File: src/rtl/dm_wt_cache_if.sv
// CPU request/response and RAM bus bundle for dm_wt_cache.
// The slave modport is the cache. The master modport is the surrounding CPU and RAM environment.
interface dm_wt_cache_if #(
    parameter int ADDR_WIDTH = 14,
    parameter int DATA_WIDTH = 16
);
    logic                  req_valid;
    logic                  req_we;
    logic [ADDR_WIDTH-1:0] req_addr;
    logic [DATA_WIDTH-1:0] req_wdata;
    logic                  req_ready;
    logic                  resp_valid;
    logic [DATA_WIDTH-1:0] resp_rdata;
    logic                  resp_hit;
    logic [ADDR_WIDTH-1:0] ram_addr;
    logic [DATA_WIDTH-1:0] ram_wdata;
    logic                  ram_cs;
    logic                  ram_we;
    logic                  ram_oe;
    logic [DATA_WIDTH-1:0] ram_rdata;

    modport slave (
        input  req_valid, req_we, req_addr, req_wdata, ram_rdata,
        output req_ready, resp_valid, resp_rdata, resp_hit,
               ram_addr, ram_wdata, ram_cs, ram_we, ram_oe
    );

    modport master (
        output req_valid, req_we, req_addr, req_wdata, ram_rdata,
        input  req_ready, resp_valid, resp_rdata, resp_hit,
               ram_addr, ram_wdata, ram_cs, ram_we, ram_oe
    );
endinterface

File: src/rtl/dm_wt_cache.sv
// Direct-mapped, write-through, write-allocate cache with one word per line.
// It also provides a single-cycle flush and saturating hit/miss counters.
module dm_wt_cache #(
    parameter int ADDR_WIDTH  = 14,
    parameter int DATA_WIDTH  = 16,
    parameter int INDEX_WIDTH = 4,
    parameter int CNT_WIDTH   = 16
) (
    input  logic                 clk,
    input  logic                 rst,
    input  logic                 flush,
    dm_wt_cache_if.slave         bus,
    output logic [CNT_WIDTH-1:0] hit_count,
    output logic [CNT_WIDTH-1:0] miss_count
);
    localparam int LINES     = 1 << INDEX_WIDTH;
    localparam int TAG_WIDTH = ADDR_WIDTH - INDEX_WIDTH;

    localparam logic [2:0] S_IDLE  = 3'd0;
    localparam logic [2:0] S_FILL  = 3'd1;
    localparam logic [2:0] S_WAIT  = 3'd2;
    localparam logic [2:0] S_WRITE = 3'd3;
    localparam logic [2:0] S_RESP  = 3'd4;

    logic [2:0]            state_q, state_d;
    logic                  we_q, we_d;
    logic                  hit_q, hit_d;
    logic [ADDR_WIDTH-1:0] addr_q, addr_d;
    logic [DATA_WIDTH-1:0] wdata_q, wdata_d;
    logic [DATA_WIDTH-1:0] rdata_q, rdata_d;
    logic [CNT_WIDTH-1:0]  hit_cnt_q, hit_cnt_d;
    logic [CNT_WIDTH-1:0]  miss_cnt_q, miss_cnt_d;
    logic [LINES-1:0]      valid_q, valid_d;

    // Tag and data arrays are read combinationally so the lookup completes in IDLE.
    logic [DATA_WIDTH-1:0] data_mem [LINES];
    logic [TAG_WIDTH-1:0]  tag_mem  [LINES];

    logic [INDEX_WIDTH-1:0] req_idx, idx_q;
    logic [TAG_WIDTH-1:0]   req_tag, tag_q;
    logic                   lookup_hit;
    logic                   accept;
    logic                   line_we;
    logic [DATA_WIDTH-1:0]  line_wdata;
    logic                   flush_now;

    assign req_idx    = bus.req_addr[INDEX_WIDTH-1:0];
    assign req_tag    = bus.req_addr[ADDR_WIDTH-1:INDEX_WIDTH];
    assign idx_q      = addr_q[INDEX_WIDTH-1:0];
    assign tag_q      = addr_q[ADDR_WIDTH-1:INDEX_WIDTH];
    assign lookup_hit = valid_q[req_idx] && (tag_mem[req_idx] == req_tag);

    assign bus.req_ready = !rst && (state_q == S_IDLE) && !flush;
    assign accept        = bus.req_valid && bus.req_ready;
    assign flush_now     = (state_q == S_IDLE) && flush;

    // Fill and write both allocate; reset suppresses the update so an aborted fill leaves no trace.
    assign line_we    = !rst && ((state_q == S_WAIT) || (state_q == S_WRITE));
    assign line_wdata = (state_q == S_WAIT) ? bus.ram_rdata : wdata_q;

    always_comb begin
        state_d    = state_q;
        we_d       = we_q;
        hit_d      = hit_q;
        addr_d     = addr_q;
        wdata_d    = wdata_q;
        rdata_d    = rdata_q;
        hit_cnt_d  = hit_cnt_q;
        miss_cnt_d = miss_cnt_q;
        case (state_q)
            S_IDLE: begin
                if (accept) begin
                    we_d    = bus.req_we;
                    hit_d   = lookup_hit;
                    addr_d  = bus.req_addr;
                    wdata_d = bus.req_wdata;
                    if (bus.req_we) begin
                        state_d = S_WRITE;
                        rdata_d = bus.req_wdata;
                    end else if (lookup_hit) begin
                        state_d = S_RESP;
                        rdata_d = data_mem[req_idx];
                    end else begin
                        state_d = S_FILL;
                    end
                    if (lookup_hit) begin
                        if (hit_cnt_q != {CNT_WIDTH{1'b1}})
                            hit_cnt_d = hit_cnt_q + CNT_WIDTH'(1);
                    end else begin
                        if (miss_cnt_q != {CNT_WIDTH{1'b1}})
                            miss_cnt_d = miss_cnt_q + CNT_WIDTH'(1);
                    end
                end
            end
            S_FILL:  state_d = S_WAIT;
            S_WAIT: begin
                state_d = S_RESP;
                rdata_d = bus.ram_rdata;
            end
            S_WRITE: state_d = S_RESP;
            S_RESP:  state_d = S_IDLE;
            default: state_d = S_IDLE;
        endcase
    end

    genvar gi;
    generate
        for (gi = 0; gi < LINES; gi++) begin : g_valid
            assign valid_d[gi] = flush_now ? 1'b0 :
                                 (line_we && (idx_q == INDEX_WIDTH'(gi))) ? 1'b1 :
                                 valid_q[gi];
        end
    endgenerate

    always_ff @(posedge clk) begin
        if (rst) begin
            state_q    <= S_IDLE;
            we_q       <= 1'b0;
            hit_q      <= 1'b0;
            addr_q     <= '0;
            wdata_q    <= '0;
            rdata_q    <= '0;
            hit_cnt_q  <= '0;
            miss_cnt_q <= '0;
            valid_q    <= '0;
        end else begin
            state_q    <= state_d;
            we_q       <= we_d;
            hit_q      <= hit_d;
            addr_q     <= addr_d;
            wdata_q    <= wdata_d;
            rdata_q    <= rdata_d;
            hit_cnt_q  <= hit_cnt_d;
            miss_cnt_q <= miss_cnt_d;
            valid_q    <= valid_d;
        end
    end

    always_ff @(posedge clk) begin
        if (line_we) begin
            data_mem[idx_q] <= line_wdata;
            tag_mem[idx_q]  <= tag_q;
        end
    end

    assign bus.resp_valid = (state_q == S_RESP);
    assign bus.resp_hit   = (state_q == S_RESP) && hit_q;
    assign bus.resp_rdata = rdata_q;
    assign bus.ram_cs     = (state_q == S_FILL) || (state_q == S_WRITE);
    assign bus.ram_we     = (state_q == S_WRITE);
    assign bus.ram_oe     = (state_q == S_FILL);
    assign bus.ram_addr   = addr_q;
    assign bus.ram_wdata  = wdata_q;
    assign hit_count      = hit_cnt_q;
    assign miss_count     = miss_cnt_q;

    // The latched write-enable is kept only for debug visibility of the in-flight access.
    logic unused_we;
    assign unused_we = we_q;
endmodule

File: src/flat_wrapper.sv
// flat-port wrapper written by rule: the top's interface ports become plain ports
module dm_wt_cache_flat 
#(
    parameter int ADDR_WIDTH  = 14,
    parameter int DATA_WIDTH  = 16,
    parameter int INDEX_WIDTH = 4,
    parameter int CNT_WIDTH   = 16
)
  (clk, rst, flush, hit_count, miss_count, bus_req_valid, bus_req_we, bus_req_addr, bus_req_wdata, bus_ram_rdata, bus_req_ready, bus_resp_valid, bus_resp_rdata, bus_resp_hit, bus_ram_addr, bus_ram_wdata, bus_ram_cs, bus_ram_we, bus_ram_oe);
  dm_wt_cache_if #(.ADDR_WIDTH(ADDR_WIDTH), .DATA_WIDTH(DATA_WIDTH)) bus_i ();
  input  logic clk;
  input  logic rst;
  input  logic flush;
  output logic [CNT_WIDTH-1:0] hit_count;
  output logic [CNT_WIDTH-1:0] miss_count;
  input wire logic [$bits(bus_i.req_valid)-1:0] bus_req_valid;
  input wire logic [$bits(bus_i.req_we)-1:0] bus_req_we;
  input wire logic [$bits(bus_i.req_addr)-1:0] bus_req_addr;
  input wire logic [$bits(bus_i.req_wdata)-1:0] bus_req_wdata;
  input wire logic [$bits(bus_i.ram_rdata)-1:0] bus_ram_rdata;
  output wire logic [$bits(bus_i.req_ready)-1:0] bus_req_ready;
  output wire logic [$bits(bus_i.resp_valid)-1:0] bus_resp_valid;
  output wire logic [$bits(bus_i.resp_rdata)-1:0] bus_resp_rdata;
  output wire logic [$bits(bus_i.resp_hit)-1:0] bus_resp_hit;
  output wire logic [$bits(bus_i.ram_addr)-1:0] bus_ram_addr;
  output wire logic [$bits(bus_i.ram_wdata)-1:0] bus_ram_wdata;
  output wire logic [$bits(bus_i.ram_cs)-1:0] bus_ram_cs;
  output wire logic [$bits(bus_i.ram_we)-1:0] bus_ram_we;
  output wire logic [$bits(bus_i.ram_oe)-1:0] bus_ram_oe;
  assign bus_i.req_valid = bus_req_valid;
  assign bus_i.req_we = bus_req_we;
  assign bus_i.req_addr = bus_req_addr;
  assign bus_i.req_wdata = bus_req_wdata;
  assign bus_i.ram_rdata = bus_ram_rdata;
  assign bus_req_ready = bus_i.req_ready;
  assign bus_resp_valid = bus_i.resp_valid;
  assign bus_resp_rdata = bus_i.resp_rdata;
  assign bus_resp_hit = bus_i.resp_hit;
  assign bus_ram_addr = bus_i.ram_addr;
  assign bus_ram_wdata = bus_i.ram_wdata;
  assign bus_ram_cs = bus_i.ram_cs;
  assign bus_ram_we = bus_i.ram_we;
  assign bus_ram_oe = bus_i.ram_oe;
  dm_wt_cache #(.ADDR_WIDTH(ADDR_WIDTH), .DATA_WIDTH(DATA_WIDTH), .INDEX_WIDTH(INDEX_WIDTH), .CNT_WIDTH(CNT_WIDTH)) u_core (.clk(clk), .rst(rst), .flush(flush), .bus(bus_i), .hit_count(hit_count), .miss_count(miss_count));
endmodule
File: config.mk
export PLATFORM = sky130hd
export DESIGN_NAME = dm_wt_cache_flat
export DESIGN_NICKNAME = d
export VERILOG_FILES = /design/src/rtl/dm_wt_cache_if.sv /design/src/rtl/dm_wt_cache.sv /design/src/flat_wrapper.sv
export SDC_FILE = /design/constraint.sdc
export NUM_CORES = 1
export LEC_CHECK = 0
export BUFFER_PORTS_ARGS = -buffer_cell sky130_fd_sc_hd__buf_4
export CAP_MARGIN = 20
export CORE_MARGIN = 5
export CORE_UTILIZATION = 50
export DETAILED_ROUTE_END_ITERATION = 10
export GPL_ROUTABILITY_DRIVEN = 0
export GPL_TIMING_DRIVEN = 0
export PLACE_DENSITY = 0.76
export RECOVER_POWER = 100
export SLEW_MARGIN = 20
export SYNTH_ARGS = -nofsm -noshare
export SYNTH_HDL_FRONTEND = slang
export SYNTH_SLANG_ARGS = --single-unit
File: constraint.sdc
create_clock -name clk -period 4.6 [get_ports clk]
set_input_delay 0.46 -clock clk [delete_from_list [all_inputs] [get_ports clk]]
set_output_delay 0.46 -clock clk [all_outputs]
set_load 0.01 [all_outputs]
==> metrics.md <==
| Metric | Value |
|---|---|
| Outcome | `finished, violations left` |
| Failing checks | `capacitance limit, slew limit` |
| CTS root buffer | `clkbuf_16` |
| Num CTS Buffers | `51` |
| Total gr overflow | `0` |
| CTS tree | `built` |
| Power density cells | `412 mW/mm²` |
| Worst EP required | `4.78 ns` |
| Vias | `13200` |
| Number of nets in the layout | `1556` |
| # rows | `75` |
| Initial antenna violation count | `0` |
| TNS Setup | `0 ns` |
| Worst Hold Class | `in2reg` |
| Hold Path Origin | `bus_req_wdata[11]` |
| Final setup violation count | `0` |
| Fmax achieved | `253 MHz` |
| Crit path cell chain | `clkbuf_1 > nand4b_1 > nor2_1 > clkbuf_1` |
| Routed vias/inst | `6.36` |
| Die Ht | `215 µm` |
| Die X | `215 µm` |
| Fin crit share | `85.9%` |
| Worst-Margin Slew | `2.12 ns` |
| R2R cell count | `4` |
| Total Routed Length | `57200 µm` |
| Die Area | `0.0461 mm²` |
| Post-synth EDFFs | `416` |
| Crit Path Class | `reg2reg` |
| CP arrival | `4.13 ns` |
| Syn nets | `1342` |
| Routed wire per std cell | `27.4 µm` |
| Startpoint types | `register` |
| First-pass GRT wire length | `84100 µm` |
| Crit-path leading delay family | `simple AND/OR/NAND/NOR gates` |
| Avg Inst Size Synth | `16.2 µm²` |
| Antenna Violating Nets Remaining | `0` |
| Final Hold Fails | `0` |
| Cell mode on critical path | `clkbuf_1` |
| Final WS setup | `0.651 ns` |
| Worst r2r dst | `u_core.data_mem[6][1]$_DFFE_PP_` |
| IO buf count | `131` |
| Fraction of layout cells with a size suffix above 1 | `18.7%` |
| Post-cts resize count | `0` |
| WP buf/inv | `2` |
| Syn Std Cell Area | `0.0209 mm²` |
| Initial core utilization | `50.2%` |
| # H-tree levels | `2` |
| Cells after Synth | `1289` |
| Area grow syn2layout | `15.7%` |
| DPL Wire Length | `38000 µm` |
| DRC errors left | `0` |
| Post-synthesis cell type count | `60` |
| Largest net degree at the start of global routing | `19` |
| Setup bufs post-CTS | `0` |
| Synth Register Bits | `514` |
| Slew headroom | `-41.5%` |
| Pre-CTS setup slack | `0.550 ns` |
| Max-cap violations | `11` |
| Leakage power | `8.12 nW` |
| RSZ-0062 raised after global routing | `false` |
| Synth Flop Type | `edfxtp_1` |
| TritonCTS Sinks | `514` |
| Tot GR Track Use | `24.2%` |
| Slowest cell delay on critical path | `1.48 ns` |
| Clk_skew | `0.0191 ns` |
| Skew-Pair Late Insertion Delay | `0.58 ns` |
| Reg-to-Reg Start | `u_core.state_q[1]$_SDFFE_PP0P_` |
| N_diodes | `0` |
| Worst reg-to-reg setup slack | `0.65 ns` |
| Clock buffer depth | `3` |
| DR iter-0 viols | `1965` |
| Register area share after synthesis | `69.0%` |
| Slowest stage cell, crit path | `nor2_1` |
| Worst hold slack | `0.148 ns` |
| Minimum clock period | `3.95 ns` |
| Async S/R FF share, synth | `0%` |
| Core Area | `0.0417 mm²` |
| Clk pin slew, worst setup/hold paths | `0.07 ns` |
| Hold_buf cts | `0` |
| Peak supply drop | `0.000282 V` |
| Min-Delay Path Depth | `3` |
| Synth warn | `0` |
| Critical Path End Type | `register` |
| I/O Pins | `135` |
| Hold Path Sink | `u_core.bus.ram_wdata[11]$_SDFFE_PP0P_` |
| Pins Over Slew Limit | `158` |
| 1st-pass router iterations | `6` |
| Crit path max fanout | `15` |
| Number of global-route vias before repair | `13200` |
[metal layers]
metal,wire length [µm],vias up,GRT usage [%]
met5,0,-,0
met4,2140,0,8.03
met3,6200,176,5.10
met2,27700,887,40.3
met1,21200,6655,32.1
li1,-,5526,-
[sequential cells by signal, indices dropped and copies added (netlist names)]
register	count
u_core.bus.ram_addr	14
u_core.bus.resp_rdata	16
u_core.state_q	3
u_core.valid_q	16
u_core.data_mem	256
u_core.bus.ram_wdata	16
u_core.hit_count	16
u_core.tag_mem	160
u_core.hit_q	1
u_core.miss_count	16
[cells in the final DEF (no fill, tap or decap), types with 5 or more instances in the layout]
master / count
o211ai_1: 16
nor3_1: 14
nor4_1: 7
o31ai_1: 7
o2111ai_1: 17
dfxtp_1: 98
o21ai_0: 7
nor2_1: 55
or3_1: 8
mux2_2: 12
mux4_2: 113
edfxtp_1: 416
a211oi_1: 17
or4_1: 8
and3_1: 12
buf_1: 5
nor2b_1: 18
clkbuf_16: 52
nand4_1: 8
o21a_1: 19
and4_1: 7
clkbuf_1: 168
buf_2: 13
inv_1: 6
clkinv_2: 9
nand3_1: 17
bufinv_16: 9
mux2i_1: 54
and2_1: 6
clkinv_1: 8
nand2_1: 153
a22oi_1: 8
buf_4: 56
nand2b_1: 9
a21oi_1: 50
[logic make-up after synthesis]
logic type	share of synthesized area (%)
buf+inv	2.13
fa+ha+maj	0.120
xor+xnor	0.251
simple gates	7.58
compound gates	5.38
mux	15.5
flops	69.0
[where the power goes]
group | switching [W] | leakage (nW) | internal (W) | total, W
combinational | 0.000331 | 2.62 | 0.000197 | 0.000528
clock | 0.00175 | 0.873 | 0.00264 | 0.00439
sequential | 0.0000278 | 4.63 | 0.00503 | 0.00506
[cells in the mapped netlist (all sizes together) (9+ instances only)]
cell	n	share of area (%)
edfxtp	416	60
nand2	153	2.7
mux4	113	12
dfxtp	98	9.4
nor2	56	1.0
mux2i	54	2.6
a21oi	50	1.2
clkbuf	48	0.86
buf	36	1.1
o21a	19	0.68
nor2b	18	0.54
a211oi	17	0.63
nand3	17	0.41
o2111ai	17	0.71
o211ai	16	0.57
mux2	14	0.75
nor3	14	0.33
and3	12	0.36
and2	10	0.30
nand2b	9	0.27
[worst reg2reg max path, stage by stage, from the launching register on]
cell,delay (ns)
dfxtp_1,0.34
clkbuf_1,0.41
nand4b_1,0.29
nor2_1,1.48
clkbuf_1,1.02
[cell type report]
type                            instances  area, µm²
Buffer                                 84        393
Clock buffer                           62       1380
Clock inverter                         32        405
Fill cell                            3142      17400
Inverter                                7       26.3
Multi-Input combinational cell        684       6010
Sequential cell                       514      14500
Tap cell                              539        674
Timing Repair Buffer                  161        876
[through the flow]
| stage | cell area (µm²) | cells | utilization (%) | power, W |
|---|---|---|---|---|
| 2_1_floorplan | 20900 | 1289 | - | 0.00546 |
| 3_3_place_gp | 22600 | 1959 | 54.2 | 0.00567 |
| 3_5_place_dp | 23200 | 1989 | 55.6 | 0.00569 |
| 4_1_cts | 25000 | 2083 | 59.9 | 0.0100 |
| 5_1_grt | 24200 | 2083 | 58.1 | 0.0102 |
| 6_report | 24200 | 2083 | 58.1 | 0.00998 |
[worst max-delay path by stage]
stage	startpoint	endpoint	slack [ns]	cells after the start
after global routing	u_core.state_q[1]$_SDFFE_PP0P_	u_core.tag_mem[9][6]$_DFFE_PP_	0.51	6
final	u_core.state_q[1]$_SDFFE_PP0P_	u_core.data_mem[6][1]$_DFFE_PP_	0.65	4
after global placement	rst	u_core.tag_mem[0][5]$_DFFE_PP_	-1.96	6
after detailed placement	bus_req_addr[1]	u_core.bus.resp_rdata[1]$_SDFFE_PP0P_	0.55	12
after floorplan	rst	u_core.data_mem[0][0]$_DFFE_PP_	1.02	5
after CTS	bus_req_addr[1]	u_core.bus.resp_rdata[1]$_SDFFE_PP0P_	1.10	12
No activity file was read; power rests on OpenSTA's default activity.
